## src/rtl/pulse_stretch_pkg.sv

```systemverilog
// pulse_stretch_pkg: shared state encoding and queue limits for pulse_stretch.
package pulse_stretch_pkg;
   typedef enum logic [1:0] {IDLE, HOLD, GAP} state_t;
   localparam int PENDING_MAX = 15;
   localparam int PW = $clog2(PENDING_MAX + 1);
   function automatic int imax(input int a, input int b);
      return (a > b) ? a : b;
   endfunction
endpackage

```

## src/rtl/pulse_stretch_hold_counter.sv

```systemverilog
// hold_counter: loadable down-counter that parks at zero and flags it.
module hold_counter #(
   parameter int W = 2
) (
   input  logic         clock,
   input  logic         reset_n,
   input  logic         load,
   input  logic [W-1:0] load_val,
   output logic         zero
);
   logic [W-1:0] count_d, count_q;
   assign zero = count_q == '0;
   always_comb count_d = load ? load_val : (zero ? count_q : count_q - W'(1));
   always_ff @(posedge clock or negedge reset_n)
      if (!reset_n) count_q <= '0;
      else          count_q <= count_d;
endmodule

```

## src/rtl/pulse_stretch.sv

```systemverilog
// pulse_stretch: stretches event_in into HOLD_CYCLES-long pulses separated by GAP_CYCLES.
// Define PULSE_STRETCH_QUEUE_EN to queue events arriving while busy instead of dropping them.
module pulse_stretch
   import pulse_stretch_pkg::*;
#(
   parameter int HOLD_CYCLES = 4,
   parameter int GAP_CYCLES  = 2,
   parameter int ACTIVE_LOW  = 1
) (
   input  logic clock,
   input  logic reset_n,
   input  logic event_in,
   output logic output_data,
   output logic busy,
   output logic dropped
);
   localparam int CW = $clog2(imax(HOLD_CYCLES, GAP_CYCLES) + 1);
   localparam logic [CW-1:0] HOLD_LD = CW'(HOLD_CYCLES - 1);
   localparam logic [CW-1:0] GAP_LD  = CW'(GAP_CYCLES - 1);
   localparam logic OFF = ACTIVE_LOW != 0;
   state_t state_d, state_q;
   logic load, zero, gap_end, chain;
   logic out_d, out_q, busy_d, busy_q, dropped_d, dropped_q;
   logic [CW-1:0] load_val;
`ifdef PULSE_STRETCH_QUEUE_EN
   logic [PW-1:0] pend_d, pend_q;
`endif
   hold_counter #(.W(CW)) u_cnt (
      .clock    (clock),
      .reset_n  (reset_n),
      .load     (load),
      .load_val (load_val),
      .zero     (zero)
   );
   always_comb begin
      gap_end = state_q == GAP && zero;
`ifdef PULSE_STRETCH_QUEUE_EN
      // an event on the gap-end edge is consumed directly, leaving pending unchanged
      chain     = gap_end && (pend_q != '0 || event_in);
      pend_d    = pend_q;
      dropped_d = 1'b0;
      if (chain)
         pend_d = pend_q - PW'(!event_in);
      else if (event_in && state_q != IDLE) begin
         if (pend_q == PW'(PENDING_MAX)) dropped_d = 1'b1;
         else                            pend_d    = pend_q + PW'(1);
      end
`else
      chain     = 1'b0;
      dropped_d = event_in && state_q != IDLE;
`endif
      state_d  = state_q == IDLE ? (event_in ? HOLD : IDLE)
               : state_q == HOLD ? (zero ? GAP : HOLD)
               : gap_end         ? (chain ? HOLD : IDLE)
               :                   GAP;
      load     = state_d != IDLE && (state_d != state_q || chain);
      load_val = state_d == GAP ? GAP_LD : HOLD_LD;
      out_d    = (state_d == HOLD) ^ OFF;
      busy_d   = state_d != IDLE;
   end
   always_ff @(posedge clock or negedge reset_n) begin
      if (!reset_n) begin
         state_q   <= IDLE;
         out_q     <= OFF;
         busy_q    <= 1'b0;
         dropped_q <= 1'b0;
`ifdef PULSE_STRETCH_QUEUE_EN
         pend_q    <= '0;
`endif
      end else begin
         state_q   <= state_d;
         out_q     <= out_d;
         busy_q    <= busy_d;
         dropped_q <= dropped_d;
`ifdef PULSE_STRETCH_QUEUE_EN
         pend_q    <= pend_d;
`endif
      end
   end
   assign output_data = out_q;
   assign busy        = busy_q;
   assign dropped     = dropped_q;
endmodule

```

## config.mk

```make
export PLATFORM = sky130hd
export DESIGN_NAME = pulse_stretch
export DESIGN_NICKNAME = d
export VERILOG_FILES = /design/src/rtl/pulse_stretch_pkg.sv /design/src/rtl/pulse_stretch_hold_counter.sv /design/src/rtl/pulse_stretch.sv
export SDC_FILE = /design/constraint.sdc
export NUM_CORES = 1
export LEC_CHECK = 0
export ABC_CLOCK_PERIOD_IN_PS = 1700
export BUFFER_PORTS_ARGS = -buffer_cell sky130_fd_sc_hd__buf_2
export CORE_AREA = 2 2 39 41
export CTS_BUF_LIST = sky130_fd_sc_hd__clkbuf_16
export CTS_CLUSTER_SIZE = 30
export DETAILED_ROUTE_END_ITERATION = 7
export DIE_AREA = 0 0 41 43
export GPL_ROUTABILITY_DRIVEN = 0
export PLACE_DENSITY = 0.55
export SLEW_MARGIN = 20
export SYNTH_ARGS = -nofsm -noshare
export SYNTH_HDL_FRONTEND = slang
export SYNTH_SLANG_ARGS = --single-unit
```

## constraint.sdc

```tcl
create_clock -name clock -period 1.7 [get_ports clock]
set_clock_uncertainty 0.05 [all_clocks]
set_input_delay 0.17 -clock clock [delete_from_list [all_inputs] [get_ports clock]]
set_output_delay 0.17 -clock clock [all_outputs]
set_load 0.01 [all_outputs]
```

==> results.cfg <==
[timing]
report.final.hold_viol_count = 0
final-max-slew-violation-count = 0
setup_viol_count_final = 0
finalWorstPathRequiredPeriod_ns = 1.49
slew_of_the_pin_with_the_lowest_slew_margin_ns = 0.341
setup-tns-final_ns = 0
fin_crit_sh_pct = 87.9
grt_setup_unrepaired = false
worst_slew_margin_rel_pct = 77.2
timing.fmax_mhz = 669

[synthesis]
synth.lib_cells_used.distinct = 19
async_flop_share_pct = 100
synth.net_count = 41
synth_area_leaders = sky130_fd_sc_hd__dfrtp_1 (47%), sky130_fd_sc_hd__dfstp_2 (7.1%), sky130_fd_sc_hd__ha_1 (6.8%), sky130_fd_sc_hd__a21oi_1 (4.1%), sky130_fd_sc_hd__o21ai_0 (4.1%)
ys_seq_elements = 8
synth_top_cells_by_count = sky130_fd_sc_hd__dfrtp_1 (7), sky130_fd_sc_hd__inv_1 (4), sky130_fd_sc_hd__nand2_1 (4)
proportion_of_synthesized_chip_area_in_sequential_cells_pct = 54.6
yosys_warnings = 0
synth_edf_count = 0
yosysMostFrequentCell = sky130_fd_sc_hd__dfrtp_1
synth_top_area_cell = sky130_fd_sc_hd__dfrtp_1
avgSynthCellArea_um2 = 10.3
synth_ff_type = sky130_fd_sc_hd__dfrtp_1
synth_area_um2 = 369
synthesis.instances = 36
post-synth-top-area-fraction_pct = 47.5

[clock_network]
clk_root_buffer_cell = sky130_fd_sc_hd__clkbuf_16
cts_setup_buffers = 0
cts_hold_buf = 1
insertion_delay_ns = 0.23
cts_resized = 0
clockBufferDepth = 2
tritoncts = yes
clk_transition_reported_paths_ns = 0.03
cts_htree_levels = 1
number_of_clock_buffers_inserted_by_tritoncts = 3
clock_sinks = 8

[route]
drt-vias-per-instance = 4.46
detail-route-antenna-nets = 0
route.detailed.wl_per_inst_um = 11.6
total_wire_length_after_detailed_routing_um = 706
drt_iter0_markers = 4
num_vias = 272
drt_drc_violations_left = 0
drtPass1Iterations = 4

[worst_hold_path]
min_delay_path_class = input pin to flop

[outcome]
run_status = complete, no violations

[cells_and_area]
area_growth_pct = 33.2
layout.nets = 51
share_of_layout_cells_above_drive_strength_1_pct = 28.9
layout.core_utilization_pct = 35.5
layoutNonFillerInstCount = 61
design_area_um2 = 492
diode_insertion_count_for_antenna_repair = 0

[grt]
grt_util_all_layers_pct = 10.9
groute.layer.met2.usage_pct = 16.9
globalRoute.busiestLayer = met2
grt_pass1_wl_um = 1220
groute.layer.met3.usage_pct = 4.71
met1_usage_pct = 12.7
first_global_vias = 278
overflow = 0
grt_max_degree = 11
number_of_antenna_violations_at_the_first_check_in_global_routing = 0

[power]
power.clock.fraction_pct = 35.4
p_comb_share_pct = 32.1
seq_power_share_pct = 32.5
fin_total_pwr_mw = 1.12
cellLeakagePower_nw = 0.242
netSwitchingFraction_pct = 32.3
power-per-cell-area_nw_per_um2 = 2280
internal_power_mw = 0.760
vdd_drop_max_v = 0.00134
total_switching_power_mw = 0.363

[placement]
placed_area_um2 = 403
dp.final_hpwl_um = 433
place_inst = 56
port-buffer-count = 5

[die]
die_w_um = 41
initial_core_util_pct = 26.7
placeableCoreArea_um2 = 1380
num_rows = 14
design.die.area_um2 = 1760
design.portCount = 6
die_h_um = 43

[critical_path]
crit_path_start_kind = flop
critPathCaptureType = flop
critical_path_class = flop to flop
crit_fanout = 10
cp.required_ns = 1.76
crit_arrival_ns = 1.55

[job]
maxCapViolCount = 0
==> worst max-delay path, stage by stage, from the launching register on <==
cell	delay, ns
sky130_fd_sc_hd__dfrtp_1	0.38
sky130_fd_sc_hd__inv_1	0.06
sky130_fd_sc_hd__ha_1	0.14
sky130_fd_sc_hd__ha_1	0.36
sky130_fd_sc_hd__mux2_2	0.38
==> sequential cells by signal (all words and copies together) (netlist names) <==
signal,cells
busy,1
output_data,1
u_cnt.count_q,3
dropped,1
state_q,2
==> cell type report <==
class / instances / area [um2]
fill: 141 / 892
sequential: 8 / 201
multi-input combinational: 22 / 138
clock buffer: 3 / 75.1
timing repair buffer: 6 / 35.0
tap: 16 / 20.0
inverter: 5 / 18.8
clock inverter: 1 / 3.75
==> stage by stage <==
step                      setup WS (ns)  hold slack (ns)
final                             0.206            0.111
after global routing             0.0588            0.137
after CTS                         0.205            0.103
after detailed placement          0.237          -0.0311
after global placement            0.256          -0.0323
after floorplan                   0.383           -0.176
==> layer usage <==
metal	routed length, um	vias up
li1	-	141
met5	0	-
met4	0	0
met1	307	127
met3	20	0
met2	377	4
==> cell families after synthesis <==
logic type / after synthesis / share of synthesized area [%]
compound gates: 10 / 15.3
simple gates: 9 / 12.2
flops: 8 / 54.6
buf+inv: 6 / 8.13
fa+ha+maj: 2 / 6.78
mux: 1 / 3.05
==> power groups by stage <==
stage | combinational, mW | clock (mW) | sequential (mW)
6_report | 0.360 | 0.398 | 0.365
5_1_grt | 0.420 | 0.415 | 0.383
3_5_place_dp | 0.346 | 0 | 0.361
3_3_place_gp | 0.340 | 0 | 0.362
2_1_floorplan | 0.268 | 0 | 0.364
4_1_cts | 0.364 | 0.407 | 0.364
==> cell usage in the layout (no fill, tap or decap), types with 2 or more instances in the layout <==
cell	synthesis	layout
sky130_fd_sc_hd__ha_1	2	2
sky130_fd_sc_hd__dfrtp_1	7	7
sky130_fd_sc_hd__buf_2	0	5
sky130_fd_sc_hd__o21ai_0	3	3
sky130_fd_sc_hd__clkbuf_16	0	3
sky130_fd_sc_hd__nand2_1	4	4
sky130_fd_sc_hd__inv_1	4	5
sky130_fd_sc_hd__a21oi_1	3	3
==> worst paths after layout <==
check	start	endpoint	slack [ns]	depth (start not counted)
setup / recovery	u_cnt.count_q[0]	state_q[1]	0.21	4
hold reg to reg	u_cnt.count_q[0]	u_cnt.count_q[0]	0.50	2
max in group asynchronous	reset_n	output_data	1.10	2
hold / removal	event_in	output_data	0.11	2
setup reg to reg	u_cnt.count_q[0]	state_q[1]	0.21	4
min in group asynchronous	reset_n	u_cnt.count_q[1]	0.26	2
Note: power is estimated with default switching activity, not from simulation.
